$ cat config.mk
export PLATFORM = sky130hd
export DESIGN_NAME = reset_sequencer
export DESIGN_NICKNAME = d
export VERILOG_FILES = /design/src/rtl/reset_sequencer.sv
export SDC_FILE = /design/constraint.sdc
export NUM_CORES = 1
export LEC_CHECK = 0
export ABC_AREA = 1
export CORE_MARGIN = 4
export CORE_UTILIZATION = 54
export DETAILED_ROUTE_END_ITERATION = 8
export HOLD_SLACK_MARGIN = 0.12
export PLACE_DENSITY = 0.87
export SKIP_LAST_GASP = 1
export SYNTH_ARGS = -nofsm -noshare
export SYNTH_HDL_FRONTEND = slang
export SYNTH_SLANG_ARGS = --single-unit
$ cat constraint.sdc
create_clock -name clk -period 2.1 [get_ports clk]
set_input_delay 0.63 -clock clk [delete_from_list [all_inputs] [get_ports clk]]
set_output_delay 0.63 -clock clk [all_outputs]
set_load 0.02 [all_outputs]
$ cat src/rtl/reset_sequencer.sv
// reset_sequencer: ordered active-low domain reset release (clk, rst, req_rst, dom_ack in; rstn_out, busy, done, err, err_dom out)
module reset_sequencer #(
  parameter int NUM_DOM     = 4,
  parameter int HOLD_CYC    = 16,
  parameter int STEP_CYC    = 8,
  parameter int ACK_TIMEOUT = 64,
  parameter int CNT_W       = 8
) (
  input  logic               clk,
  input  logic               rst,
  input  logic               req_rst,
  input  logic [NUM_DOM-1:0] dom_ack,
  output logic [NUM_DOM-1:0] rstn_out,
  output logic               busy,
  output logic               done,
  output logic               err,
  output logic [3:0]         err_dom
);
  typedef enum logic [2:0] {HOLD, RELEASE, WAIT_ACK, GAP, RUN} state_t;
  localparam logic [CNT_W-1:0] HOLD_END = CNT_W'(HOLD_CYC - 1);
  localparam logic [CNT_W-1:0] STEP_END = CNT_W'(STEP_CYC - 1);
  localparam logic [CNT_W-1:0] ACK_END  = CNT_W'(ACK_TIMEOUT - 1);
  localparam logic [3:0]       LAST     = 4'(NUM_DOM - 1);
  state_t           state;
  logic [CNT_W-1:0] cnt;
  logic [3:0]       idx;
  logic [15:0]      ack_vec;
  logic             ack;
  logic             timeout;
  assign ack_vec = 16'(dom_ack);
  assign ack     = ack_vec[idx];
  assign timeout = cnt == ACK_END;
  always_ff @(posedge clk) begin
    if (rst) begin
      state    <= HOLD;
      cnt      <= '0;
      idx      <= '0;
      rstn_out <= '0;
      busy     <= 1'b1;
      done     <= 1'b0;
      err      <= 1'b0;
      err_dom  <= '0;
    end else if (req_rst) begin
      state    <= HOLD;
      cnt      <= '0;
      idx      <= '0;
      rstn_out <= '0;
      busy     <= 1'b1;
      done     <= 1'b0;
    end else begin
      case (state)
        HOLD: begin
          cnt   <= cnt == HOLD_END ? '0 : cnt + 1'b1;
          state <= cnt == HOLD_END ? RELEASE : HOLD;
        end
        RELEASE: begin
          rstn_out <= rstn_out | (NUM_DOM'(1) << idx);
          cnt      <= '0;
          state    <= WAIT_ACK;
        end
        WAIT_ACK: begin
          if (ack || timeout) begin
            // a timeout is logged, then the sequence moves on as if acked
            if (!ack) begin
              err     <= 1'b1;
              err_dom <= idx;
            end
            cnt <= '0;
            if (idx == LAST) begin
              state    <= RUN;
              rstn_out <= '1;
              busy     <= 1'b0;
              done     <= 1'b1;
            end else begin
              state <= GAP;
            end
          end else begin
            cnt <= cnt + 1'b1;
          end
        end
        GAP: begin
          if (cnt == STEP_END) begin
            cnt   <= '0;
            idx   <= idx + 1'b1;
            state <= RELEASE;
          end else begin
            cnt <= cnt + 1'b1;
          end
        end
        RUN: state <= RUN;
        default: state <= HOLD;
      endcase
    end
  end
endmodule

==> metrics list, run 1 <==
* Result of the run: completed
- Clock tree from TritonCTS: done
* Cell with the largest stage delay on the worst path: sky130_fd_sc_hd__clkdlybuf4s50_1
- Max-cap violations: 0
- N_diodes: 0
- Dividing the final minimum period by the clock period gives 91.8%.
- Combinational cells account for 4.1% of the total power.
* Total wire length after detailed routing: 2.86 mm
- The count of nets left with antenna violations once routing finished came out at 0.
- Most frequent cells in the layout: sky130_fd_sc_hd__nand2_1 (43), sky130_fd_sc_hd__inv_1 (27), sky130_fd_sc_hd__dfxtp_1 (26)
- In this run the count of I/O pins placed on the die edge is 18.
- Required time of the critical path: 1470 ps
- For the pin with the worst max-slew slack, the measured transition is 397 ps.
* Flop pwr share: 56.5%
* Layout Nets: 219
- For this design the ratio of total power to cell area is 538 mW/mm².
- In this run the deepest clock path goes through 2 buffers.
- Detailed placement HPWL: 2.26 mm
- Leading cell type in the layout, fill and taps excluded: sky130_fd_sc_hd__nand2_1
* Via count of the first global-routing pass: 1143
* Setup bufs post-CTS: 0
- The critical path is of the register to output port type.
* Met3 track utilization from global routing: 2.63%
- The number of clock buffers added by TritonCTS is 3.
- Layout-stage area growth over the synthesis result: 19.3%
* Crit-path leading delay family: buffers and inverters
- Post-synthesis net count: 197
* Max-slew violations: 0
- Total of buffers placed on input and output ports: 17
- The path class of the tightest hold or removal check is register to register.
* Standard-cell row count: 17
- Yosys printed 0 warnings.
- Fraction of power spent switching nets: 19.7%
- Detailed-route via count: 1226
- Counting flops and latches in the post-synthesis netlist gives 26.
- Max Clock Freq: 0.519 GHz
- CTS placed an instance of sky130_fd_sc_hd__clkbuf_4 at the clock tree root.
* Main area contributors after synthesis: sky130_fd_sc_hd__dfxtp_1 (38%), sky130_fd_sc_hd__nand2_1 (12%), sky130_fd_sc_hd__inv_1 (7.4%), sky130_fd_sc_hd__a21oi_1 (7.3%), sky130_fd_sc_hd__nand3_1 (3.6%)
- The first TritonRoute pass finished after 4 iterations.
- In the routed design, unresolved DRC markers number 0.
- The initial utilization of the core area, before any placement, comes to 59.1%.
- Counting the fill cells in the layout gives 192.
- In this run, post-CTS repair resized a total of 0 instances.
- Of the cells placed in the final design, the portion with a size suffix greater than 1 is 15.8%.
- Pin count of the biggest net entering global routing: 16
- Die H: 58.4 µm
* Met2 usage: 30.3%
* Sum of buffers and inverters on the critical path: 1
- First-pass GRT wire length: 5.02 mm
* Mean instance size in the synthesized netlist: 7.29 µm²
- The design draws 0.000880 W.
- Arrival time worst endpoint: 1300 ps
* Setup tns final: 0 ps
- Portion of synthesized cell area occupied by the leading cell type: 38.0%
* Overall die area: 0.00341 mm²
* Count of cell types in the netlist: 28
* Hold Vio Cnt, Final: 0
- Clock latency on the worst-skew pair, taken at its later pin, is 320 ps.
* Largest stage delay on the critical path: 610 ps
* # clock sinks: 26
* Crit end category: output port
* Max rail drop VDD: 0.000447 V
- After clock tree synthesis, the clock-pin slew on the worst setup and hold paths is 150 ps.
* Most crowded layer after global routing: met2
- Sequential elements use 38.0% of the synthesized area.
- Global routing usage on met1: 24.4%
- Global routing used 18.1% of the available tracks across all layers.
- Summed over all cells, the static leakage comes to 0.684 nW.
* Max-slew headroom: 73.5%
- WL/cell: 12.1 µm
* Cell Int Power: 0.000706 W
* Clock power frac: 39.3%
* RSZ-0062 raised after global routing: false
- For the finished layout, the period the worst path requires is 1930 ps.
- Cells along the critical path: clkdlybuf4s50_1
* Critical path fanouts, max: 2
- Once layout is complete, the utilization of the core stands at 70.5%.
* Hold Buf Count CTS: 0
- Cell taking the most area after synthesis: sky130_fd_sc_hd__dfxtp_1
- Global routing finished with a remaining overflow of 0.
- Switch Pwr: 0.000174 W
- Horizontal die dimension: 58.4 µm
- 1st-iter DRT viols: 44
- CTS H-tree depth: 1
* Placeable core area: 0.00232 mm²
- Final setup violation count: 0
- After detailed routing, the number of vias per cell comes to 5.17.
- Worst clock skew: 9.27 ps
* GP Congestion: 0.942
- Cell count after synthesis: 188
- Number of antenna violations at the first check in global routing: 0
- The synthesized netlist occupies a cell area of 0.00137 mm².
- Startpoint type of the worst setup path: register
synthesized netlist by cell type (all sizes together):
library cell / n
dfxtp: 26
a211oi: 1
o21ai: 11
nand4: 3
buf: 1
nand2: 50
inv: 32
ha: 2
nor3b: 2
nor3: 3
xor2: 3
nand3: 16
nor2: 15
or2: 1
a21oi: 20
xnor2: 1
clkbuf: 1
sequential cells by signal, summed over array words and instances (netlist names):
signal,count
busy,1
cnt,8
done,1
err,1
err_dom,4
idx,4
rstn_out,4
state,3
area by class of cell:
class	instances	area, µm²	area share (%)
Multi-Input combinational cell	128	722	44.1
Sequential cell	26	520	31.8
Timing Repair Buffer	19	185	11.3
Inverter	32	120	7.35
Tap cell	28	35.0	2.14
Clock inverter	1	30.0	1.84
Clock buffer	3	22.5	1.38
per-layer routing:
layer / vias up / part of all wire, %
met1: 548 / 47
met2: 35 / 47
met4: 0 / 1.1
met5: - / 0
met3: 4 / 4.7
li1: 639 / -
power groups by stage:
| stage | logic, W | clock network [W] | registers (W) |
|---|---|---|---|
| 6_report | 0.0000363 | 0.000346 | 0.000498 |
| 5_1_grt | 0.0000393 | 0.000376 | 0.000498 |
| 3_3_place_gp | 0.0000343 | 0 | 0.000508 |
| 3_5_place_dp | 0.0000360 | 0 | 0.000508 |
| 2_1_floorplan | 0.0000165 | 0 | 0.000508 |
| 4_1_cts | 0.0000360 | 0.000349 | 0.000498 |
final timing paths:
| path | start | end | slack [ps] | depth (start not counted) |
|---|---|---|---|---|
| setup / recovery | err_dom[0] | err_dom[0] | 170 | 1 |
| hold / removal | rstn_out[0] | rstn_out[0] | 460 | 2 |
| setup reg to reg | cnt[0] | cnt[6] | 400 | 9 |
| hold reg to reg | rstn_out[0] | rstn_out[0] | 460 | 2 |
cell families after synthesis:
kind of cell / share of synthesized area (%)
simple gates: 35.3
buf+inv: 9.40
fa+ha+maj: 1.82
xor+xnor: 2.56
compound gates: 13.0
flops: 38.0
through the flow:
| stage | hold WS, ps | cells | setup slack (ps) | cell area [µm²] |
|---|---|---|---|---|
| 2_1_floorplan | 461 | 188 | 636 | 1370 |
| 3_5_place_dp | 441 | 233 | 155 | 1580 |
| 3_3_place_gp | 435 | 233 | 186 | 1580 |
| 6_report | 460 | 237 | 173 | 1640 |
| 4_1_cts | 463 | 237 | 149 | 1640 |
| 5_1_grt | 492 | 237 | 96.0 | 1640 |
Power figures use the tool's default switching activity.
==> run 2: changes to the inputs <==
--- a/config.mk
+++ b/config.mk
@@ -5,12 +5,11 @@
 export SDC_FILE = /design/constraint.sdc
 export NUM_CORES = 1
 export LEC_CHECK = 0
-export ABC_AREA = 1
 export CORE_MARGIN = 4
-export CORE_UTILIZATION = 54
+export CORE_UTILIZATION = 53
 export DETAILED_ROUTE_END_ITERATION = 8
 export HOLD_SLACK_MARGIN = 0.12
-export PLACE_DENSITY = 0.87
+export PLACE_DENSITY = 0.8
 export SKIP_LAST_GASP = 1
 export SYNTH_ARGS = -nofsm -noshare
 export SYNTH_HDL_FRONTEND = slang
==> run 2 against run 1 <==
Compared with the run above:
- cell count decreased by 15%
- critical path depth increased by 5
- count of clock-buffer cells in the layout increased by 1
- sequential power about the same
- non-clock buffer count increased by 5
- worst setup slack got worse by 90 ps
- via count decreased by 3.3%
- synthesized area decreased by 2.3%
- clock skew decreased by 6.2 ps
- sequential share of layout area increased by 0.75 points
==> metrics list, run 2 <==
- The register with the most flip-flops in the layout has 8 of them.
- Data on the critical path arrives at its endpoint at 2250 ps.
* Total of buffers placed on input and output ports: 17
- Clock latency reported for the late side of the worst-skew pair: 320 ps
* Post-synthesis net count: 161
- Die H: 58.3 µm
- Number of buffers on the longest clock path: 2
- The initial utilization of the core area, before any placement, comes to 57.8%.
- For this run, the detailed router's first-pass iteration total came to 4.
- In this run, post-CTS hold repair placed 0 buffers.
* Pin count of the biggest net entering global routing: 17
- Detailed placement HPWL: 2.16 mm
* R2R setup slack: 140 ps
* Final setup violation count: 0
- Final hold analysis gives a worst-case slack of 463 ps.
- On the worst path, the slowest cell contributes a delay of 630 ps.
- Cell with the largest stage delay on the worst path: sky130_fd_sc_hd__or4_1
- In the final routed layout, each cell accounts on average for 14.1 µm.
* Clock tree from TritonCTS: done
* Detailed-route via count: 1186
- Using the TritonRoute via totals, the vias-per-cell ratio works out to 5.90.
* Number of fill cells: 191
* Max rail drop VDD: 0.000457 V
- The design draws 0.000788 W.
* Switch Pwr: 0.000166 W
- Max-slew violations: 0
- For this design the ratio of total power to cell area is 493 mW/mm².
* Sequential fraction of the synthesis area: 38.8%
- Post-placement worst setup slack: -264 ps
- The worst path uses 96.0% of the clock period.
* Startpoint type of the worst setup path: primary input
- Routability-driven placement finished with a final weighted congestion of 0.834.
- The biggest area contributor in the post-synthesis netlist is sky130_fd_sc_hd__dfxtp_1.
* Worst clock skew: 3.08 ps
- After synthesis the cells add up to 0.00134 mm².
- Portion of synthesized cell area occupied by the leading cell type: 38.8%
* Worst reg2reg path startpoint: cnt[0]
- For the finished layout, the period the worst path requires is 2020 ps.
* Hold Vio Cnt, Final: 0
- Overall die area: 0.00340 mm²
- Standard-cell row count: 17
- Flop and latch count out of synthesis: 26
* Leading cell type in the layout, fill and taps excluded: sky130_fd_sc_hd__dfxtp_1
- In the post-route analysis, the smallest setup slack over all paths is 83.2 ps.
- Fraction of final layout cells with drive strength greater than 1: 15.0%
* Total track usage: 18.0%
- After clock tree synthesis, the repair step resized 0 gates.
- Per report_power, the clock group accounts for 31.7% of the total.
- The number of antenna violations at the first check in global routing came to 0.
* Most frequent cells in the layout: sky130_fd_sc_hd__dfxtp_1 (26), sky130_fd_sc_hd__nor2_1 (20), sky130_fd_sc_hd__clkdlybuf4s50_1 (17)
- The detail route stage leaves a number of antenna-violating nets equal to 0.
- Remaining global-route overflow: 0
- For this block, the routed nets add up to 2.84 mm of wire.
- The worst register-to-register path ends at err_dom[3].
* Start point of the critical path: dom_ack[3]
- Type of the setup path with the least slack: primary input to register
* Critical path fanouts, max: 5
* Max Clock Freq: 0.496 GHz
* Cells along the critical path: clkdlybuf4s50_1, mux2i_1, o22ai_2, or4_1, a22oi_1, nor2_1
* Worst R2R Path Depth: 6
- Final Instance Area: 0.00160 mm²
- Placed cell count: 197
- Setup bufs post-CTS: 0
* Result of the run: completed
* Horizontal die dimension: 58.3 µm
* Required time of the critical path: 2330 ps
- Fraction of power spent switching nets: 21.1%
* Post-DP Area: 0.00156 mm²
- At the end of the flow, the number of nets in the layout was 183.
* RSZ-0062 raised after global routing: false
- Flop pwr share: 63.1%
- Crit end category: register
* Clock transition at the registers of the reported paths: 130 ps
- In this run, synthesis inferred 0 flip-flops with an integrated enable.
- Relative to the synthesized area, the layout overhead comes to 19.2%.
- Max-cap violations: 0
- Averaged over all synthesized cells, the footprint is 8.82 µm².
* Commonest register cell after synthesis: sky130_fd_sc_hd__dfxtp_1
* First-pass GRT wire length: 4.80 mm
* Clock Root Buffer: sky130_fd_sc_hd__clkbuf_4
- Leakage power summed over all cells: 0.558 nW
- Once layout is complete, the cells apart from fillers number 201.
- Via count of the first global-routing pass: 1138
- Most common cell in the synthesized netlist: sky130_fd_sc_hd__dfxtp_1
- # clock sinks: 26
- Top cell types by occurrence after synthesis: sky130_fd_sc_hd__dfxtp_1 (26), sky130_fd_sc_hd__nor2_1 (20), sky130_fd_sc_hd__nand2_1 (15), sky130_fd_sc_hd__a21oi_1 (14), sky130_fd_sc_hd__o21ai_0 (5)
- Sorting the synthesized cells by area gives the leading types as sky130_fd_sc_hd__dfxtp_1 (39%), sky130_fd_sc_hd__nor2_1 (5.6%), sky130_fd_sc_hd__a21oi_1 (5.2%), sky130_fd_sc_hd__nand2_1 (4.2%), sky130_fd_sc_hd__mux2i_1 (3.0%).
* N_diodes: 0
* Count of cell types in the netlist: 46
- The path class of the tightest hold or removal check is register to register.
- For this block, the initial DRC count from the detailed router was 45.
* Largest register by flop count: cnt
- After synthesis, the share of flip-flops with an asynchronous set or reset is 0%.
- Worst setup path end: err_dom[3]
- Number of warnings reported in the yosys synthesis log: 0
- The share of total power dissipated in combinational logic is 5.2%.
- CTS built an H-tree with a depth of 1.
* Actual transition at the worst max-transition pin: 476 ps
- Cell count after synthesis: 152
- After detailed routing, the number of remaining DRC violations is 0.
- TritonCTS created 3 clock buffers.
- Headroom to the max-slew limit came out at 68.1%.
* Number of top-level pins: 18
- Cell Int Power: 0.000622 W
- Placeable core area: 0.00232 mm²
-- run 2: layout make-up --
cell class / count / area, µm² / share of cell area, %
Multi-Input combinational cell: 116 / 772 / 48.3
Clock buffer: 4 / 36.3 / 2.27
Timing Repair Buffer: 24 / 223 / 13.9
Inverter: 3 / 11.3 / 0.705
Sequential cell: 26 / 520 / 32.6
Tap cell: 28 / 35.0 / 2.19
-- run 2: stage by stage --
step | util, % | setup TNS [ps]
after floorplan | - | 0
after global placement | 67.4 | -2000
after detailed placement | 67.4 | -2640
after CTS | 68.9 | 0
after global routing | 68.9 | 0
final | 68.9 | 0
-- run 2: per-layer routing --
layer  share of wire [%]  wire (µm)  track usage (%)
met4                0.95         27             4.64
met5                   0          0                0
met1                  48       1350             22.9
met2                  46       1310             28.9
met3                 5.4        153             6.24
-- run 2: power by group through the flow --
| stage | combinational [W] | sequential, W | clock [W] |
|---|---|---|---|
| after floorplan | 0.0000194 | 0.000507 | 0 |
| after global placement | 0.0000390 | 0.000508 | 0 |
| after detailed placement | 0.0000405 | 0.000508 | 0 |
| after CTS | 0.0000406 | 0.000497 | 0.000259 |
| after global routing | 0.0000435 | 0.000498 | 0.000281 |
| final | 0.0000407 | 0.000497 | 0.000250 |
-- run 2: how the worst min path moves through the flow --
stage | from | endpoint | slack, ps | cells after the start
after floorplan | cnt[1] | cnt[1] | 460 | 2
after global placement | busy | busy | 430 | 2
after detailed placement | busy | busy | 440 | 2
after CTS | err | err | 460 | 2
after global routing | err | err | 470 | 2
final | done | done | 460 | 2
-- run 2: logic make-up (layout without fill, tap and decap cells) --
kind of cell	Yosys count	in the layout	synth area share, %
fa+ha+maj	2	2	1.87
buf+inv	10	31	3.55
flops	26	26	38.8
xor+xnor	3	3	1.96
simple gates	69	69	28.1
compound gates	37	37	21.0
mux	5	5	4.67
-- run 2: worst max-delay path: cells and delay by family --
family / cells / cell delay (ps)
simple gates: 2 / 690
buf+inv: 1 / 430
compound gates: 2 / 330
mux: 1 / 170
==> run 3: changes to the inputs <==
--- a/config.mk
+++ b/config.mk
@@ -8,8 +8,8 @@
 export CORE_MARGIN = 4
 export CORE_UTILIZATION = 53
 export DETAILED_ROUTE_END_ITERATION = 8
-export HOLD_SLACK_MARGIN = 0.12
-export PLACE_DENSITY = 0.8
+export HOLD_SLACK_MARGIN = 0.1
+export PLACE_DENSITY = 0.83
 export SKIP_LAST_GASP = 1
 export SYNTH_ARGS = -nofsm -noshare
 export SYNTH_HDL_FRONTEND = slang
==> run 3 against run 2 <==
Compared with the run above:
- non-clock buffer count up 1
- hold slack worse by 9.9 ps
- utilization down 0.11 points
- global-route usage up 0.58 points
- total power down 4.3%
- final area down 0.16%
- register-to-register slack worse by 30 ps
- first-iteration DRC count down 2.2%
- clock power down 14%
- critical path depth unchanged
- sequential power about the same
- critical endpoint is now cnt[5]
==> metrics list, run 3 (synthesized netlist as in run 2, its figures left out) <==
* Horizontal die dimension: 58.3 µm
- On the final layout, the worst hold slack is 453 ps.
- Post-CTS timing repair inserted 0 buffers for setup.
- Clock transition at the registers of the reported paths: 130 ps
- With fillers left out, the area of the finished cells amounts to 0.00160 mm².
* Min Tclk post-route: 1990 ps
* WL met3: 95 µm
* Number of top-level pins: 18
- TritonCTS built the clock tree.
* Fraction of final layout cells with drive strength greater than 1: 15.6%
- Metal-1 WL: 1.38 mm
* Worst Hold Class: register to register
* Crit end category: register
- Startpoint type of the worst setup path: register
- Layout Nets: 184
* # clock sinks: 26
- Entering global routing, the biggest net connects 17 pins.
* Start point of the critical path: cnt[7]
- Worst reg2reg path startpoint: cnt[7]
* N_diodes: 0
- IR analysis of the VDD net gives a maximum drop of 0.000457 V.
* Max-cap violations: 0
- Following the worst setup path forward leads to its endpoint at cnt[5].
- In the layout the commonest cells are sky130_fd_sc_hd__dfxtp_1 (26), sky130_fd_sc_hd__nor2_1 (20), sky130_fd_sc_hd__clkdlybuf4s50_1 (17).
- Effective utilization at floorplan: 57.8%
- Using the TritonRoute via totals, the vias-per-cell ratio works out to 5.99.
* Layout-stage area growth over the synthesis result: 19.0%
- Summed over all nets, the half-perimeter wirelength after detailed placement is 2.19 mm.
- For the worst setup path, the data arrival time is 2200 ps.
- Global routing used 18.6% of the available tracks.
- Largest register by flop count: cnt
- Max-slew violations: 0
- Worst clock skew: 12.8 ps
* Max Clock Freq: 0.504 GHz
* Number of fill cells: 193
- Leakage power summed over all cells: 0.558 nW
- After detailed routing, the average wire length per cell comes to 14.4 µm.
* GP Congestion: 0.837
- Post-DP Area: 0.00157 mm²
- For this block, the via count after detailed routing is 1204.
* Required time of the critical path: 2320 ps
- Number of antenna violations at the first check in global routing: 0
* Placeable core area: 0.00232 mm²
- Hold Buf Count CTS: 0
- Setup repair after global routing left no endpoint under its margin.
- Critical path fanouts, max: 8
* Clock Root Buffer: sky130_fd_sc_hd__clkbuf_4
* Via count of the first global-routing pass: 1107
* Number of buffers on the longest clock path: 2
* Leading cell type in the layout, fill and taps excluded: sky130_fd_sc_hd__dfxtp_1
- The endpoint identified for the worst register-to-register timing path is cnt[5].
* Setup WS post-layout: 114 ps
- During placement, the flow inserted port buffers numbering 17.
- Detailed routing placed a total of 1.36 mm of wire on met2.
* Clock latency reported for the late side of the worst-skew pair: 330 ps
- Once detail routing completed, the nets flagged for antenna violations numbered 0.
* Worst R2R Path Depth: 6
- Pwr/cell area: 472 mW/mm²
- DRC Markers: 0
* Overall die area: 0.00340 mm²
- Actual transition at the worst max-transition pin: 532 ps
* Hold Vio Cnt, Final: 0
* Number of clock buffers inserted by TritonCTS: 3
* Largest register FFs: 8
- Final setup violation count: 0
- Die H: 58.3 µm
* R2R setup slack: 110 ps
- CTS built an H-tree with a depth of 1.
* Max-slew headroom: 64.4%
- Post-route clock period utilization: 94.6%
* Result of the run: completed
* Post-CTS sizing: 0
* Type of the setup path with the least slack: register to register
- The first global-routing pass estimated 4.93 mm of wire.
* Pre-antenna DRT Iters: 4
* 1st-iter DRT viols: 44
- The routed design has 2.89 mm of wire.
- Post-placement worst setup slack: -277 ps
- For this run the aggregate overflow at the end of global routing stands at 0.
* Standard-cell row count: 17
- Top Metal Used: met4
run 3: cell count changes in the layout (fill, tap and decap cells not counted):
cell	previous run	this run
sky130_fd_sc_hd__or4_4	1	2
sky130_fd_sc_hd__buf_4	7	8
sky130_fd_sc_hd__clkbuf_8	1	0
sky130_fd_sc_hd__or4_1	1	0
run 3: power breakdown:
group / switching, W / internal [W]
Sequential: 0.00000174 / 0.000495
Combinational: 0.0000203 / 0.0000214
Clock: 0.000148 / 0.0000674
Total: 0.000170 / 0.000584
run 3: critical path, stage by stage (launching register included):
cell                       delay (ps)
sky130_fd_sc_hd__dfxtp_1          390
sky130_fd_sc_hd__or4_4            590
sky130_fd_sc_hd__o21bai_2         250
sky130_fd_sc_hd__o311ai_4         150
sky130_fd_sc_hd__buf_4            190
sky130_fd_sc_hd__a31oi_1          200
sky130_fd_sc_hd__o32ai_2          100
run 3: final cells by class:
| cell class | count | area (µm²) | area share, % |
|---|---|---|---|
| clock buffer | 3 | 22.5 | 1.41 |
| inverter | 3 | 11.3 | 0.706 |
| multi-input combinational | 116 | 776 | 48.6 |
| sequential | 26 | 520 | 32.6 |
| tap | 28 | 35.0 | 2.20 |
| timing repair buffer | 25 | 230 | 14.4 |
run 3: how the worst min path moves through the flow:
stage | slack (ps) | end | startpoint | depth (start not counted)
floorplan | 460 | cnt[1] | cnt[1] | 2
global placement | 430 | busy | busy | 2
finish | 450 | busy | busy | 2
global route | 490 | err | err | 2
detailed placement | 440 | err | err | 2
CTS | 460 | err | err | 2
run 3: metrics by stage:
| stage | instances | TNS (ps) | total power (W) | utilization, % |
|---|---|---|---|---|
| final | 201 | 0 | 0.000754 | 68.8 |
| after global routing | 201 | 0 | 0.000784 | 68.8 |
| after CTS | 201 | 0 | 0.000756 | 68.6 |
| after detailed placement | 198 | -2720 | 0.000549 | 67.7 |
| after global placement | 198 | -1740 | 0.000548 | 67.7 |
| after floorplan | 152 | 0 | 0.000527 | - |
run 3: routing by layer:
layer / vias to the layer above / GRT usage [%]
li1: 595 / -
met1: 577 / 25.4
met2: 27 / 29.7
met3: 5 / 2.23
met4: 0 / 6.95
met5: - / 0
